`src/rtl/fetch_arb_pkg.sv`:
```
// Shared types and constants for the two-way instruction fetch arbiter.
package fetch_arb_pkg;

   typedef enum logic [1:0] {
      IDLE  = 2'd0,
      BUSY  = 2'd1,
      DRAIN = 2'd2
   } arb_state_e;

   localparam logic WAY0 = 1'b0;
   localparam logic WAY1 = 1'b1;

   localparam int DEFAULT_TIMEOUT_CYCLES = 64;

endpackage

```
`src/rtl/fetch_arb_watchdog.sv`:
```
// Cycle counter for an in-flight fetch; flags the last allowed cycle so the arbiter can abandon it.
module fetch_arb_watchdog
   import fetch_arb_pkg::*;
#(
   parameter int TIMEOUT_CYCLES = DEFAULT_TIMEOUT_CYCLES
) (
   input  logic clk,
   input  logic reset,
   input  logic start_i,
   input  logic active_i,
   output logic limit_o
);

   localparam int               CNT_W = $clog2(TIMEOUT_CYCLES) + 1;
   localparam logic [CNT_W-1:0] LIMIT = CNT_W'(TIMEOUT_CYCLES - 1);

   logic [CNT_W-1:0] count_q, count_d;

   // Saturating so a transaction held past the limit never wraps back below it.
   always_comb begin
      count_d = count_q;
      if (start_i) begin
         count_d = '0;
      end else if (active_i && (count_q != '1)) begin
         count_d = count_q + 1'b1;
      end
   end

   always_ff @(posedge clk or posedge reset) begin
      if (reset) begin
         count_q <= '0;
      end else begin
         count_q <= count_d;
      end
   end

   assign limit_o = active_i && (count_q == LIMIT);

endmodule

```
`src/rtl/inst_fetch_arbiter.sv`:
```
// Round-robin share of one instruction-memory port between two IFUs, one fetch outstanding, jump-flush via DRAIN.
// Optional watchdog abort is compiled in with FETCH_ARB_TIMEOUT_EN.
module inst_fetch_arbiter
   import fetch_arb_pkg::*;
#(
   parameter int ADDR_W         = 32,
   parameter int DATA_W         = 32,
   parameter int TIMEOUT_CYCLES = DEFAULT_TIMEOUT_CYCLES
) (
   input  logic              clk,
   input  logic              reset,
   input  logic              way0_request_i,
   input  logic [ADDR_W-1:0] way0_instAddr_i,
   output logic              way0_dataOk_o,
   output logic [DATA_W-1:0] way0_inst_o,
   input  logic              way1_request_i,
   input  logic [ADDR_W-1:0] way1_instAddr_i,
   output logic              way1_dataOk_o,
   output logic [DATA_W-1:0] way1_inst_o,
   input  logic              jumpFlag_i,
   output logic              mem_request_o,
   output logic [ADDR_W-1:0] mem_instAddr_o,
   input  logic              mem_dataOk_i,
   input  logic [DATA_W-1:0] mem_inst_i,
   output logic              busy_o,
   output logic              timeout_o
);

   arb_state_e        state_q, state_d;
   logic              grant_way_q, grant_way_d;
   logic              last_grant_q, last_grant_d;
   logic              mem_req_q, mem_req_d;
   logic [ADDR_W-1:0] mem_addr_q, mem_addr_d;
   logic              way0_ok_q, way0_ok_d;
   logic              way1_ok_q, way1_ok_d;
   logic [DATA_W-1:0] way0_inst_q, way0_inst_d;
   logic [DATA_W-1:0] way1_inst_q, way1_inst_d;
   logic              timeout_q, timeout_d;
   logic              busy_w, limit_w;
   logic              elig0_w, elig1_w;

   // A way whose response is being returned this cycle is still lowering its request.
   assign elig0_w = way0_request_i && !way0_ok_q;
   assign elig1_w = way1_request_i && !way1_ok_q;
   assign busy_w  = (state_q != IDLE);

`ifdef FETCH_ARB_TIMEOUT_EN
   logic wd_start_w;

   assign wd_start_w = (state_d != state_q) && (state_d != IDLE);

   fetch_arb_watchdog #(
      .TIMEOUT_CYCLES (TIMEOUT_CYCLES)
   ) u_watchdog (
      .clk      (clk),
      .reset    (reset),
      .start_i  (wd_start_w),
      .active_i (busy_w),
      .limit_o  (limit_w)
   );
`else
   localparam int timeout_cycles_unused = TIMEOUT_CYCLES;
   assign limit_w = 1'b0;
`endif

   always_comb begin
      state_d      = state_q;
      grant_way_d  = grant_way_q;
      last_grant_d = last_grant_q;
      mem_req_d    = mem_req_q;
      mem_addr_d   = mem_addr_q;
      way0_ok_d    = 1'b0;
      way1_ok_d    = 1'b0;
      way0_inst_d  = way0_inst_q;
      way1_inst_d  = way1_inst_q;
      timeout_d    = 1'b0;
      case (state_q)
         IDLE: begin
            if (!jumpFlag_i && (elig0_w || elig1_w)) begin
               if (elig0_w && elig1_w) begin
                  grant_way_d = ~last_grant_q;
               end else begin
                  grant_way_d = elig0_w ? WAY0 : WAY1;
               end
               last_grant_d = grant_way_d;
               mem_addr_d   = (grant_way_d == WAY0) ? way0_instAddr_i : way1_instAddr_i;
               mem_req_d    = 1'b1;
               state_d      = BUSY;
            end
         end
         BUSY: begin
            if (mem_dataOk_i) begin
               mem_req_d = 1'b0;
               state_d   = IDLE;
               // A jump in the response cycle still discards the data.
               if (!jumpFlag_i) begin
                  if (grant_way_q == WAY0) begin
                     way0_ok_d   = 1'b1;
                     way0_inst_d = mem_inst_i;
                  end else begin
                     way1_ok_d   = 1'b1;
                     way1_inst_d = mem_inst_i;
                  end
               end
            end else if (limit_w) begin
               timeout_d = 1'b1;
               mem_req_d = 1'b0;
               state_d   = IDLE;
            end else if (jumpFlag_i) begin
               state_d = DRAIN;
            end
         end
         DRAIN: begin
            if (mem_dataOk_i) begin
               mem_req_d = 1'b0;
               state_d   = IDLE;
            end else if (limit_w) begin
               timeout_d = 1'b1;
               mem_req_d = 1'b0;
               state_d   = IDLE;
            end
         end
         default: begin
            mem_req_d = 1'b0;
            state_d   = IDLE;
         end
      endcase
   end

   always_ff @(posedge clk or posedge reset) begin
      if (reset) begin
         state_q      <= IDLE;
         grant_way_q  <= WAY0;
         last_grant_q <= WAY1;
         mem_req_q    <= 1'b0;
         mem_addr_q   <= '0;
         way0_ok_q    <= 1'b0;
         way1_ok_q    <= 1'b0;
         way0_inst_q  <= '0;
         way1_inst_q  <= '0;
         timeout_q    <= 1'b0;
      end else begin
         state_q      <= state_d;
         grant_way_q  <= grant_way_d;
         last_grant_q <= last_grant_d;
         mem_req_q    <= mem_req_d;
         mem_addr_q   <= mem_addr_d;
         way0_ok_q    <= way0_ok_d;
         way1_ok_q    <= way1_ok_d;
         way0_inst_q  <= way0_inst_d;
         way1_inst_q  <= way1_inst_d;
         timeout_q    <= timeout_d;
      end
   end

   assign way0_dataOk_o  = way0_ok_q;
   assign way0_inst_o    = way0_inst_q;
   assign way1_dataOk_o  = way1_ok_q;
   assign way1_inst_o    = way1_inst_q;
   assign mem_request_o  = mem_req_q;
   assign mem_instAddr_o = mem_addr_q;
   assign busy_o         = busy_w;
   assign timeout_o      = timeout_q;

endmodule

```
`config.mk`:
```
export PLATFORM = sky130hd
export DESIGN_NAME = inst_fetch_arbiter
export DESIGN_NICKNAME = d
export VERILOG_FILES = /design/src/rtl/fetch_arb_pkg.sv /design/src/rtl/fetch_arb_watchdog.sv /design/src/rtl/inst_fetch_arbiter.sv
export SDC_FILE = /design/constraint.sdc
export NUM_CORES = 1
export LEC_CHECK = 0
export ABC_AREA = 1
export CORE_ASPECT_RATIO = 0.5
export CORE_UTILIZATION = 42
export DETAILED_ROUTE_END_ITERATION = 12
export GPL_ROUTABILITY_DRIVEN = 0
export PLACE_DENSITY = 0.85
export SYNTH_ARGS = -nofsm -noshare
export SYNTH_HDL_FRONTEND = slang
export SYNTH_HIERARCHICAL = 1
export SYNTH_SLANG_ARGS = --single-unit
```
`constraint.sdc`:
```
create_clock -name clk -period 5.15 [get_ports clk]
set_input_delay 1.545 -clock clk [delete_from_list [all_inputs] [get_ports clk]]
set_output_delay 1.545 -clock clk [all_outputs]
set_load 0.03 [all_outputs]
```
After elaboration in Yosys (flattened, before gate mapping)
Index checks and enable logic that the tools add are counted.

storage, ports and cells
  flip-flop bits (word level) = 103
  input bits = 102
  output and inout bits = 101
  logic and storage cells = 55

operators by class
  equality and inequality tests = 6
  mux-type cells = 21
  bitwise gates (word level) = 3
  reductions and logical operators = 16

operator list
  kind                                                              number
  32-bit two-way mux                                                1
  1-bit two-way mux                                                 14
  2-bit two-way mux                                                 4
  4-bit AND reduction                                               2
  2-bit case mux with 3 select lines                                1
  1-bit logical AND                                                 4
  2-bit != test (second input constant)                             2
  2-bit AND reduction                                               2
  1-bit zero test                                                   3
  3-bit != test (second input constant)                             1
  1-bit NOT                                                         3
  3-bit AND reduction                                               1
  2-bit by 1-bit == test with 1-bit output (second input constant)  1
  2-bit == test (second input constant)                             1
  2-bit zero test                                                   1
  2-bit by 1-bit != test with 1-bit output (second input constant)  1
  1-bit case mux with 2 select lines                                1
  2-bit nonzero test                                                1
  2-bit OR reduction                                                1
  1-bit logical OR                                                  1

Depth between registers and ports, before layout
  depth after elaboration = 7
  mapped depth = 9
  mapped depth without buffers = 8

Worst setup path before layout
Ideal clock, no wire load.

  kind = reg-to-output
  from = register state_q[0]
  to = output port busy_o
  arrival = 0.866 ns
  required time = 3.605 ns
  slack = 2.739 ns
  cell stages (with the launch flop) = 4
  path buffers = 0
  cell sequence = dfrtp_1 > inv_1 > ha_1 > inv_1

between the ends
  longest elaborated chain between the ends = 1

ends and longest elaborated chain
  item                    line                       RTL
  from (decl)             inst_fetch_arbiter.sv:29   arb_state_e state_q, state_d;
  from (signal assigned)  inst_fetch_arbiter.sv:143  state_q <= state_d;
  2-bit nonzero test      inst_fetch_arbiter.sv:45   assign busy_w = (state_q != IDLE);
  to (decl)               inst_fetch_arbiter.sv:25   output logic busy_o,

Every way passes these cells.

Worst setup path in the final report
  from = input port way1_request_i
  to = register mem_addr_q[25] (netlist: mem_instAddr_o[25])

between the ends
  longest elaborated chain between the ends = 6
  elaborated cells on any way between the ends = 9
  classes of those cells = mux: 4; reduce/logical: 5

ends and longest elaborated chain
  item                  line                       RTL
  from (decl)           inst_fetch_arbiter.sv:16   input logic way1_request_i,
  1-bit logical AND *   inst_fetch_arbiter.sv:44   assign elig1_w = way1_request_i && !way1_ok_q;
  1-bit logical AND     inst_fetch_arbiter.sv:80   if (elig0_w && elig1_w) begin
  1-bit two-way mux     inst_fetch_arbiter.sv:80
  1-bit two-way mux     inst_fetch_arbiter.sv:79   if (!jumpFlag_i && (elig0_w || elig1_w)) begin
  1-bit two-way mux     inst_fetch_arbiter.sv:77   case (state_q)
  32-bit two-way mux    inst_fetch_arbiter.sv:86   mem_addr_d = (grant_way_d == WAY0) ? way0_instAddr_i : way1_instAddr_i;
  to (signal assigned)  inst_fetch_arbiter.sv:147  mem_addr_q <= mem_addr_d;
  to (decl)             inst_fetch_arbiter.sv:33   logic [ADDR_W-1:0] mem_addr_q, mem_addr_d;

Mark *: on every way between the ends. The rest lies on a longest branch, timed or not. The select of a mux whose other input is x is not followed.
A chain may end at the register's enable or synchronous reset.

==> flow_summary.ini <==
[outcome]
status = finished clean

[synthesis]
synthesis.instances = 532
synth_fp_nets = 637
ys_ff_latch = 103
yosysUniqueCellTypes = 21
synth-seq-area-share = 0.559
postSynthAreaPerCell_um2 = 8.68
syn_area_um2 = 4620
yosysWarnings = 6

[clock_network]
post-cts-setup-buffers = 0
clk_pin_slew_worst_paths_ns = 0.07
clk_latency_ns = 0.34
cts_made_buffers = 9
post_cts_resized = 0
cts_sinks = 103
clockBufferDepth = 2
hold_buffers = 0
htreeDepth = 3
cts_tree = built
root_buffer = clkbuf_16

[power]
power_switching_uw = 1870
clkPwrFrac = 0.160
p_seq_frac = 0.320
power_frac_comb = 0.521
ir_drop_mv = 0.383
internal_power_uw = 2480
power_leakage_uw = 0.00341
power_uw = 4350
swShare = 0.430
power.density_nw_per_um2 = 631

[place]
io_buffers = 201
hpwl_um = 8320
dp.cells = 847
post-place-ws_ns = 1.41

[routing]
vias = 4047
wl_um = 11900
post_drt_wl_per_cell_um = 13.7
drtAntennaViolNets = 0
via_per_inst = 4.69
initialDrtViolationCount = 222
drc = 0
dr.pass1.iters = 5

[cells_and_area]
stdcell_count = 863
nFillCells = 837
n_antenna_cell = 0
final_nets = 823
final_common_cell = nand2_1
final_cell_mix = 239 x nand2_1, 201 x clkdlybuf4s50_1, 102 x dfrtp_1, 43 x inv_1, 34 x nand3_1
syn_to_final_growth_pct = 49.5
drive_gt1_frac = 0.0816

[floorplanning]
fp.coreArea_um2 = 10400
rows = 26
die_area_um2 = 11400
die_height_um = 76.1
start_util = 0.442
die_w_um = 150
io_pins = 203

[worst_setup_path]
critical_path_class = in -> reg
crit_required_ns = 5.42
arrival_ns = 3.68
crit_path_end_kind = flip-flop
path_max_fanout = 33
critPathLaunchType = primary input

[sta]
min_period_over_period = 0.661
setup_tns_ns = 0
setup_ws_ns = 1.75
rsz0062_at_grt = no
worst_slew_margin_rel = 0.398
fmax_ghz = 0.294
slew_viol_final = 0
whs_ns = 0.477
fin_skew_ns = 0.0140
finalHoldViolations = 0
min_period_ns = 3.40
worstMarginPinSlew_ns = 0.902
finalSetupViolCount = 0

[global_routing]
overflow = 0
grt_antenna_before_repair = 0
grt_pass1_vias = 3900
grt_max_degree = 62
grt_pass1_wl_um = 19000
grt_usage = 0.211

[run]
cap_violations = 0

[min_path]
hold_class = reg -> reg
synth_stat cells:
cell type | n | area, µm²
nand3_2 | 3 | 30.0
o21ai_0 | 21 | 105
buf_4 | 7 | 52.6
dfrtp_1 | 102 | 2550
nand3_1 | 34 | 170
buf_2 | 9 | 45.0
o21ai_1 | 18 | 90.1
nand2_1 | 239 | 897
ha_1 | 3 | 37.5
nand2_2 | 2 | 12.5
dfstp_2 | 1 | 26.3
clkbuf_1 | 2 | 7.51
o21ai_2 | 28 | 245
buf_6 | 12 | 135
nor2_2 | 1 | 6.26
nor2_1 | 1 | 3.75
inv_1 | 44 | 165
inv_4 | 1 | 6.26
nand3_4 | 1 | 17.5
conb_1 | 1 | 3.75
inv_2 | 2 | 7.51
flip-flops by register name (all words and copies together), names as in the netlist:
register and flops:
mem_request_o 1, state_q 2, last_grant_q 1, way0_dataOk_o 1, way1_inst_o 32, grant_way_q 1, way1_dataOk_o 1, way0_inst_o 32
mem_instAddr_o 32
kinds of logic (layout without fill, tap and decap cells):
family                     Yosys count  count (layout)  share of synthesized area
AOI/OAI and AO/OA                   67              67                     0.0954
adders and majority gates            3               3                    0.00813
buffers and inverters               77             268                     0.0908
DFF                                103             103                      0.559
other                                1               1                   0.000812
and+or+nand+nor                    281             281                      0.246
final cells by class:
cell class	count	area, µm²	area share
Tap cell	140	175	0.0254
Timing Repair Buffer	205	2040	0.296
Clock buffer	10	229	0.0332
Inverter	47	181	0.0263
Multi-Input combinational cell	352	1620	0.235
Clock inverter	6	77.6	0.0112
Sequential cell	103	2580	0.374
metrics by stage:
step                utilization  area [µm²]
floorplan                     -        4620
CTS                       0.661        6900
global placement          0.632        6600
global route              0.661        6900
finish                    0.661        6900
detailed placement        0.632        6600
metal layers:
layer | track usage | wire [µm]
met5 | 0 | 0
met4 | 0.0525 | 122
met3 | 0.0515 | 777
met2 | 0.361 | 5950
met1 | 0.267 | 5000
critical path, cell delays in order:
cell and delay (ns):
clkdlybuf4s50_1 0.49, nand3_2 0.54, nand2_2 0.75, nand2_1 0.12, nand2_1 0.10, nand2_1 0.05, nand2_1 0.07
power groups by stage:
stage	combinational, µW	clock (µW)	sequential (µW)
2_1_floorplan	638	0	2090
3_3_place_gp	2240	0	1390
3_5_place_dp	2280	0	1400
4_1_cts	2290	714	1400
5_1_grt	2420	750	1440
6_report	2270	695	1390
final timing paths:
| kind | start | end | slack, ns | cells past startpoint |
|---|---|---|---|---|
| hold reg to reg | mem_instAddr_o[8]$_DFFE_PP0P_ | mem_instAddr_o[8]$_DFFE_PP0P_ | 0.48 | 2 |
| setup reg to reg | state_q[1]$_DFFE_PP0P_ | way1_inst_o[0]$_DFFE_PP0P_ | 2.82 | 8 |
| min in group asynchronous | reset | mem_instAddr_o[30]$_DFFE_PP0P_ | 1.72 | 2 |
| hold / removal | mem_instAddr_o[8]$_DFFE_PP0P_ | mem_instAddr_o[8]$_DFFE_PP0P_ | 0.48 | 2 |
| max in group asynchronous | reset | last_grant_q$_DFFE_PP1P_ | 2.59 | 3 |
| setup / recovery | way1_request_i | mem_instAddr_o[25]$_DFFE_PP0P_ | 1.75 | 7 |
(Power assumes the default switching activity.)
